`config.mk`:
```
export PLATFORM = sky130hd
export DESIGN_NAME = alu_sequencer
export DESIGN_NICKNAME = d
export VERILOG_FILES = /design/src/rtl/alu_sequencer.sv
export SDC_FILE = /design/constraint.sdc
export NUM_CORES = 1
export LEC_CHECK = 0
export ABC_AREA = 1
export CAP_MARGIN = 5
export CORE_MARGIN = 1.5
export CORE_UTILIZATION = 30
export DETAILED_ROUTE_END_ITERATION = 10
export GPL_TIMING_DRIVEN = 0
export PLACE_DENSITY_LB_ADDON = 0.12
export SYNTH_ARGS = -nofsm -noshare
export SYNTH_HDL_FRONTEND = slang
export SYNTH_SLANG_ARGS = --single-unit
```
`constraint.sdc`:
```
create_clock -name clock -period 1.1 [get_ports clock]
set_input_delay 0.22 -clock clock [delete_from_list [all_inputs] [get_ports clock]]
set_output_delay 0.22 -clock clock [all_outputs]
set_load 0.02 [all_outputs]
```
`src/rtl/alu_sequencer.sv`:
```
// alu_sequencer: sequences one ALU operation at a time through an external
// datapath. It has three registers, A/B/C.
//   LOAD  : drives the operands and strobes the A and B write enables.
//   EXEC  : waits EXEC_WAIT cycles and strobes C in the last one. The flags
//           are captured at the same edge.
//   READ  : captures C into rsp_result.
//   RESP  : presents rsp_result/rsp_flags until the consumer accepts them.
// All outputs are registered. Each one is written on the edge that moves the
// FSM into the state whose value it shows.
//
// Ports
//   clock, reset          rising-edge clock, synchronous active-low reset
//   req_valid/req_ready   request handshake; req_op/req_a/req_b are the payload
//   operando1/operando2   operand data to datapath registers A/B
//   alu_op                ALU selector to the datapath (zero when not in use)
//   reg_load_a/b/c        datapath register write enables (single-cycle pulses)
//   dp_result, dp_flags   datapath register C contents / combinational flags
//   rsp_valid/rsp_ready   response handshake; rsp_result/rsp_flags the payload
//   busy                  high whenever the FSM is not idle
//   op_count              completed responses, wraps at 256
module alu_sequencer #(
  parameter int EXEC_WAIT = 1  // EXEC cycles before C is written, 1..15
) (
  input  logic       clock,
  input  logic       reset,
  input  logic       req_valid,
  output logic       req_ready,
  input  logic [7:0] req_op,
  input  logic [7:0] req_a,
  input  logic [7:0] req_b,
  output logic [7:0] operando1,
  output logic [7:0] operando2,
  output logic [7:0] alu_op,
  output logic       reg_load_a,
  output logic       reg_load_b,
  output logic       reg_load_c,
  input  logic [7:0] dp_result,
  input  logic [7:0] dp_flags,
  output logic       rsp_valid,
  input  logic       rsp_ready,
  output logic [7:0] rsp_result,
  output logic [7:0] rsp_flags,
  output logic       busy,
  output logic [7:0] op_count
);

  typedef enum logic [2:0] {IDLE, LOAD, EXEC, READ, RESP} state_t;

  localparam logic [3:0] CNT_INIT = 4'(EXEC_WAIT - 1);

  state_t     state;
  logic [3:0] cnt;

  // operando1/2 and alu_op double as the request latches. They are loaded on
  // the accept edge. The operands hold until the next accept. alu_op is
  // cleared when the response is presented.
  always_ff @(posedge clock) begin
    if (!reset) begin
      state      <= IDLE;
      cnt        <= 4'd0;
      operando1  <= 8'd0;
      operando2  <= 8'd0;
      alu_op     <= 8'd0;
      reg_load_a <= 1'b0;
      reg_load_b <= 1'b0;
      reg_load_c <= 1'b0;
      rsp_valid  <= 1'b0;
      rsp_result <= 8'd0;
      rsp_flags  <= 8'd0;
      op_count   <= 8'd0;
      busy       <= 1'b0;
      req_ready  <= 1'b1;
    end else begin
      // Load strobes are single-cycle pulses, so they default low each edge.
      reg_load_a <= 1'b0;
      reg_load_b <= 1'b0;
      reg_load_c <= 1'b0;
      case (state)
        IDLE: begin
          if (req_valid) begin
            operando1  <= req_a;
            operando2  <= req_b;
            alu_op     <= req_op;
            reg_load_a <= 1'b1;
            reg_load_b <= 1'b1;
            req_ready  <= 1'b0;
            busy       <= 1'b1;
            state      <= LOAD;
          end
        end
        LOAD: begin
          cnt        <= CNT_INIT;
          // If there is only one EXEC cycle, it is also the last one.
          reg_load_c <= (CNT_INIT == 4'd0);
          state      <= EXEC;
        end
        EXEC: begin
          if (cnt == 4'd0) begin
            // C is written on this same edge, so flags come from the live ALU.
            rsp_flags <= dp_flags;
            state     <= READ;
          end else begin
            cnt        <= cnt - 4'd1;
            reg_load_c <= (cnt == 4'd1);
          end
        end
        READ: begin
          rsp_result <= dp_result;
          rsp_valid  <= 1'b1;
          alu_op     <= 8'd0;
          state      <= RESP;
        end
        RESP: begin
          if (rsp_ready) begin
            rsp_valid <= 1'b0;
            op_count  <= op_count + 8'd1;
            req_ready <= 1'b1;
            busy      <= 1'b0;
            state     <= IDLE;
          end
        end
        default: begin
          state     <= IDLE;
          rsp_valid <= 1'b0;
          alu_op    <= 8'd0;
          req_ready <= 1'b1;
          busy      <= 1'b0;
        end
      endcase
    end
  end

endmodule

```
==> key figures, run 1 <==
Yosys
  – Number of warnings reported in the yosys synthesis log: 0
  – Flop and latch count out of synthesis: 60
  – Cell with the most instances after synthesis: nor2_1
  – Mapped Cells: 322
  – Leading area contributor after synthesis: dfxtp_1
  – Unique masters post-synth: 27
  – Total nets after synthesis: 369
  – Per-instance average area after synthesis: between 7 and 8 um^2
  – Synth async-reset ratio: 0
  – Combined area of all synthesized cells: 2390 um^2
  – Top cell types by occurrence after synthesis: nor2_1 (84), dfxtp_1 (60), nand2_1 (51)
  – Biggest area contributors in the synthesized netlist: dfxtp_1 (50%), nor2_1 (13%), o21ai_0 (9.4%)
  – EDFF count, synth: 0
  – Primary FF master, synth: dfxtp_1
  – Area fraction of the dominant cell type after synthesis: 0.503
  – Sequential element share of the synthesized area: 0.503

STA
  – Clk_skew: 6.76 ps
  – Setup ws final: -132 ps
  – Setup repair after global routing missed its margin: yes
  – Final slew viol count: 0
  – Measured slew at the worst slew-check pin: 356 ps
  – Tmin final: 1230 ps
  – Part of the cycle the worst path needs: 1.12
  – Number of endpoints failing setup at the final stage: 55
  – Normalized max-slew margin: 0.761
  – Hold violation total from the final report: 0
  – Worst hold slack after final layout: 286 ps
  – Upper clock frequency limit: 812 MHz

Pwr
  – Maximum vdd drop: 1.11 mV
  – Static leakage: 0.00180 uW
  – Tot Pwr: 6780 uW
  – Power density cells: 1660 nW/um^2

Setup path
  – Critical path's top delay family: buffers and inverters
  – Kind of start point of the critical path: flip-flop
  – Data required, critical path: about 1300 ps
  – Largest stage delay on the critical path: 380 ps
  – WP data arrival: 1460 ps
  – Slowest cell on the critical path: dfxtp_4
  – Critical path endpoint category: flip-flop
  – Critical path fanouts, max: 7
  – Number of buffers and inverters on the critical path: 4
  – Critical setup path kind: flip-flop to flip-flop
  – Critical path cell sequence: inv_4, nand2_4, nor3_4, buf_12, inv_8, buf_8, nor2_4, nor2_1

Cells and area
  – Final non-filler cell total: 559
  – Antenna cell count: 0
  – Filler Cells Inserted: 748
  – Number of nets in the final layout: 499
  – Fraction of layout cells with a size suffix above 1: 0.418
  – Area growth from synthesis to final layout: 70.6%
  – Final instance area: 4070 um^2

Placement
  – Routability-driven placement congestion ratio: between 0.8 and 0.9
  – Count of placed standard cells including taps: approximately 520
  – DPL Wire Length: 4560 um
  – Number of buffers added on ports: 97
  – Placed cell areas: 3540 um^2

Detailed routing
  – Number of antenna-violating nets in the routed design: 0
  – Router iterations before antenna repair: 4
  – Number of DRC violations after detailed-routing iteration 0: 84
  – Detailed-route wire length: between 6000 and 7000 um
  – Routed via count divided by cell count: between 4 and 5
  – Via Count: 2509
  – Final routed DRC violation total: 0
  – Average wire per standard cell: roughly 12 um

Clocking
  – Clock transition at the registers of the reported paths: 70 ps
  – Number of sinks on the clock net: 60
  – TritonCTS clock tree: yes
  – H-Tree Level Count: 3
  – Hold-fix buffer count after cts: 0
  – Number of CTS-inserted buffers: 9
  – Clk root buf: clkbuf_8
  – Clock latency on the worst-skew pair: 330 ps
  – Max Buffers Root-to-Sink: 2

GRT
  – Number of antenna violations at the first check in global routing: 0
  – Global-route wire length before repair: 11000 um
  – Maximum number of pins on one net before global-route repair: 11
  – Global Route Usage Sum: 0.166
  – Number of global-route vias before repair: 2397
  – Remaining global-route overflow: 0

Die
  – Number of rows in the core area: 32
  – I/O pin cnt: 98
  – Area enclosed by the die boundary: 8500 um^2
  – Chip width: 92.2 um
  – Starting utilization of the core area: 0.309
  – Core Footprint: 7730 um^2
  – Y dimension of the die: between 90 and 100 um

Status
  – Violated checks: negative setup slack
  – Result of the run: finished with violations

Worst hold path
  – Path type of the worst min-delay path: input port to flip-flop

Flow run
  – Reported max-cap violation count: 0
## flip-flops by register name, indices dropped and copies added, names as in the netlist
signal,cells
reg_load_b,1
op_count,8
rsp_result,8
req_ready,1
cnt,4
state,3
busy,1
operando1,8
rsp_valid,1
alu_op,8
operando2,8
rsp_flags,8
reg_load_c,1
## per-layer routing
metal  up-vias  track usage  part of all wire
met5         -            0                 0
met4         0       0.0577            0.0098
met3         6       0.0580             0.074
met2        77        0.286              0.49
met1      1136        0.188              0.43
li1       1290            -                 -
## power breakdown
part | switching (uW) | internal (uW) | leakage, uW | total [uW]
Combinational | 1180 | 928 | 0.00119 | 2110
Sequential | 159 | 2420 | 0.000500 | 2580
Clock | 854 | 1240 | 0.000111 | 2090
## cell usage in the layout, fill, tap and decap left out, drive strengths merged, types with 3 or more instances in the layout
cell / count
a21oi: 13
buf: 81
clkbuf: 16
clkdlybuf4s50: 42
clkinv: 4
dfxtp: 60
ha: 3
inv: 26
nand2: 54
nand3: 17
nor2: 87
nor3: 3
o21ai: 45
## what timing repair did
action,CTS,global route
cloned,3,0
endpoints found under the setup margin,113,68
resized for setup,308,71
setup buffers,16,4
pin swaps,9,13
## tightest hold or removal path, stage by stage
cell            delay (ps)
dlymetal6s2s_1         200
nand2_4                110
inv_6                   40
## layout make-up
type | count | area [um^2] | area share
Tap cell | 102 | 128 | 0.0313
Multi-Input combinational cell | 226 | 1310 | 0.321
Timing Repair Buffer | 119 | 982 | 0.241
Sequential cell | 60 | 1230 | 0.303
Clock inverter | 4 | 45.0 | 0.0111
Inverter | 27 | 129 | 0.0316
Clock buffer | 12 | 166 | 0.0408
Buffer | 9 | 82.6 | 0.0203
## metrics by stage
stage	util	setup TNS (ps)	setup WS, ps
CTS	0.500	-5090	-153
global route	0.527	-7720	-214
detailed placement	0.458	-31550	-653
floorplan	-	-860	-83.2
global placement	0.458	-31320	-652
finish	0.527	-3840	-132
## logic make-up (layout without fill, tap and decap cells)
family | after synthesis | after routing | synth area share
adder cells (fa/ha/maj) | 3 | 3 | 0.0157
AND/OR/NAND/NOR | 163 | 164 | 0.287
buffers and inverters | 37 | 171 | 0.0671
flip-flops | 60 | 60 | 0.503
XOR/XNOR | 1 | 1 | 0.00367
AO/OA/AOI/OAI | 58 | 58 | 0.123
## path summary, 6_finish.rpt
check | from | to | slack [ps] | cells after the start
min | reset | reg_load_b | 290 | 3
max | state[2] | operando2[2] | -130 | 8
min reg2reg | alu_op[7] | alu_op[7] | 460 | 2
max reg2reg | state[2] | operando2[2] | -130 | 8
Power figures use the tool's default switching activity.
==> run 2: changes to the inputs <==
- ABC_AREA: 1 -> not set
- CORE_MARGIN: 1.5 -> not set
==> key figures, run 2 <==
Setup path
  – WP data arrival: 1640 ps
  – Worst R2R Setup Slack: -310 ps
  – Slowest cell on the critical path: or4b_4
  – Startpoint of the most critical register-to-register path: state[1]
  – Logic depth of the worst setup path including buffers: 3
  – Data required, critical path: between 1000 and 1500 ps
  – Critical path endpoint category: flip-flop
  – Critical path cell sequence: or4b_4, and4_4, a22o_1
  – Largest stage delay on the critical path: 530 ps
  – Worst R2R Path Depth: 3
  – Kind of start point of the critical path: flip-flop
  – Critical path's top delay family: simple AND/OR/NAND/NOR gates
  – Worst r2r dst: alu_op[1]
  – Critical Path Start: state[1]
  – Crit path capture: alu_op[1]
  – Critical setup path kind: flip-flop to flip-flop
  – Critical path fanouts, max: 7
  – Number of buffers and inverters on the critical path: 0

STA
  – Upper clock frequency limit: 707 MHz
  – Final slew viol count: 0
  – Setup repair after global routing missed its margin: yes
  – Tmin final: 1410 ps
  – Hold violation total from the final report: 0
  – Part of the cycle the worst path needs: 1.29
  – Normalized max-slew margin: 0.698
  – Clk_skew: 5.00 ps
  – Number of endpoints failing setup at the final stage: 58
  – Setup ws final: -315 ps
  – Measured slew at the worst slew-check pin: ~450 ps
  – Worst hold slack after final layout: around 260 ps

Clocking
  – Number of sinks on the clock net: 60
  – Clock latency on the worst-skew pair: 330 ps
  – Hold-fix buffer count after cts: 0
  – TritonCTS clock tree: yes
  – Clock transition at the registers of the reported paths: 70 ps
  – Number of CTS-inserted buffers: 9
  – Clk root buf: clkbuf_8
  – Max Buffers Root-to-Sink: 2
  – H-Tree Level Count: 3

Status
  – Violated checks: negative setup slack
  – Result of the run: finished with violations

Yosys
  – Sequential element share of the synthesized area: 0.492
  – Number of warnings reported in the yosys synthesis log: 0
  – Per-instance average area after synthesis: 8.95 um^2
  – Total nets after synthesis: between 300 and 400
  – Mapped Cells: 273
  – Leading area contributor after synthesis: dfxtp_1
  – Top cell types by occurrence after synthesis: dfxtp_1 (60), nand2_1 (40), a21oi_1 (33)
  – Post-synthesis xor/xnor area fraction: 0.00717
  – Largest family of logic cells by synthesized area: simple AND/OR/NAND/NOR gates
  – Share of cell area taken by muxes after synthesis: 0.0451
  – Cell with the most instances after synthesis: dfxtp_1
  – Share of the synthesized area in compound gates (AO/OA/AOI/OAI): 0.163
  – Flop and latch count out of synthesis: 60
  – Biggest area contributors in the synthesized netlist: dfxtp_1 (49%), a21oi_1 (6.8%), nand2_1 (6.1%)
  – Area share of fa/ha/maj cells after synthesis: 0.0154
  – Simple-gate area share of the yosys netlist: 0.220
  – Primary FF master, synth: dfxtp_1
  – Synth async-reset ratio: 0
  – EDFF count, synth: 0
  – Area fraction of the dominant cell type after synthesis: 0.492
  – Unique masters post-synth: 40
  – Combined area of all synthesized cells: 2440 um^2

Detailed routing
  – Routed via count divided by cell count: 4.81
  – Via Count: 2420
  – Number of antenna-violating nets in the routed design: 0
  – Router iterations before antenna repair: 4
  – Detailed-route wire length: 7060 um
  – Final routed DRC violation total: 0
  – Number of DRC violations after detailed-routing iteration 0: 80
  – Average wire per standard cell: 14.0 um

Cells and area
  – Most common cell after layout, fill and taps aside: buf_4
  – Area growth from synthesis to final layout: 67.3%
  – Antenna cell count: 0
  – Highest-count cells in the layout ignoring fill and taps: buf_4 (49), clkdlybuf4s50_1 (41), nand2_1 (40)
  – Number of nets in the final layout: 443
  – Core utilization of the finished layout: 0.523
  – Fraction of layout cells with a size suffix above 1: 0.424

GRT
  – Remaining global-route overflow: 0
  – Maximum number of pins on one net before global-route repair: 11
  – Number of global-route vias before repair: 2252
  – Number of antenna violations at the first check in global routing: 0
  – Global Route Usage Sum: 0.170
  – Global-route wire length before repair: 11200 um

Placement
  – Routability-driven placement congestion ratio: 0.747
  – Number of buffers added on ports: 97
  – DPL Wire Length: 4610 um
  – Dpl ws: -1020 ps

Die
  – Number of rows in the core area: 32
  – Chip width: a little over 90 um
  – Y dimension of the die: 92.2 um
  – I/O pin cnt: 98
  – Starting utilization of the core area: 0.313
  – Area enclosed by the die boundary: 8510 um^2
  – Core Footprint: 7810 um^2

Pwr
  – Maximum vdd drop: 0.561 mV
  – Static leakage: 0.00169 uW
  – Power density cells: 1420 nW/um^2

Flow run
  – Reported max-cap violation count: 0

Worst hold path
  – Path type of the worst min-delay path: input port to flip-flop
run 2: logic make-up after synthesis:
logic type | count (synthesis)
multiplexers | 11
XOR/XNOR | 2
AND/OR/NAND/NOR | 103
AO/OA/AOI/OAI | 66
adder cells (fa/ha/maj) | 3
flip-flops | 60
buffers and inverters | 28
run 2: worst min-delay path by stage:
stage,endpoint,slack (ps),cells past startpoint,from
after floorplan,alu_op[1],350,1,req_op[1]
after global placement,operando1[4],440,2,operando1[4]
after detailed placement,operando1[1],450,2,operando1[1]
after CTS,operando2[1],410,3,req_b[1]
after global routing,state[0],280,3,req_valid
final,state[0],260,3,req_valid
run 2: report_power, final:
| group | leakage (uW) | switching [uW] | internal (uW) |
|---|---|---|---|
| logic | 0.00109 | 776 | 760 |
| registers | 0.000502 | 122 | 2340 |
| clock network | 0.0000961 | 877 | 933 |
| total | 0.00169 | 1770 | 4030 |
run 2: metal layers:
metal / global-route usage / share of wire / vias to the layer above
met5: 0 / 0 / -
met2: 0.261 / 0.46 / 89
met4: 0.0625 / 0.0072 / 0
li1: - / - / 1211
met3: 0.0655 / 0.073 / 5
met1: 0.217 / 0.46 / 1115
run 2: worst min-delay path: cells and delay by family:
| family | cells | cell delay, ps |
|---|---|---|
| buffers and inverters | 1 | 180 |
| AND/OR/NAND/NOR | 2 | 160 |
run 2: timing repair:
action / 4_1_cts / 5_1_grt
buffers inserted: 13 / 5
pin swaps: 18 / 6
gates cloned: 1 / 2
gates resized for setup: 277 / 78
endpoints found under the setup margin: 114 / 96
run 2: stage by stage:
| step | std cells | power (uW) | instance area, um^2 | TNS, ps |
|---|---|---|---|---|
| after floorplan | 273 | 3290 | 2570 | -12760 |
| after global placement | 472 | 3880 | 3670 | -43800 |
| after detailed placement | 472 | 3890 | 3670 | -44540 |
| after CTS | 499 | 5760 | 3870 | -15680 |
| after global routing | 503 | 6120 | 4090 | -15850 |
| final | 503 | 5800 | 4090 | -12560 |
run 2: cell type report:
type | instances | area, um^2
Fill cell | 758 | 3720
Multi-Input combinational cell | 185 | 1350
Sequential cell | 60 | 1250
Timing Repair Buffer | 118 | 1020
Clock buffer | 12 | 155
Buffer | 15 | 138
Tap cell | 102 | 128
Inverter | 7 | 27.5
Clock inverter | 4 | 23.8
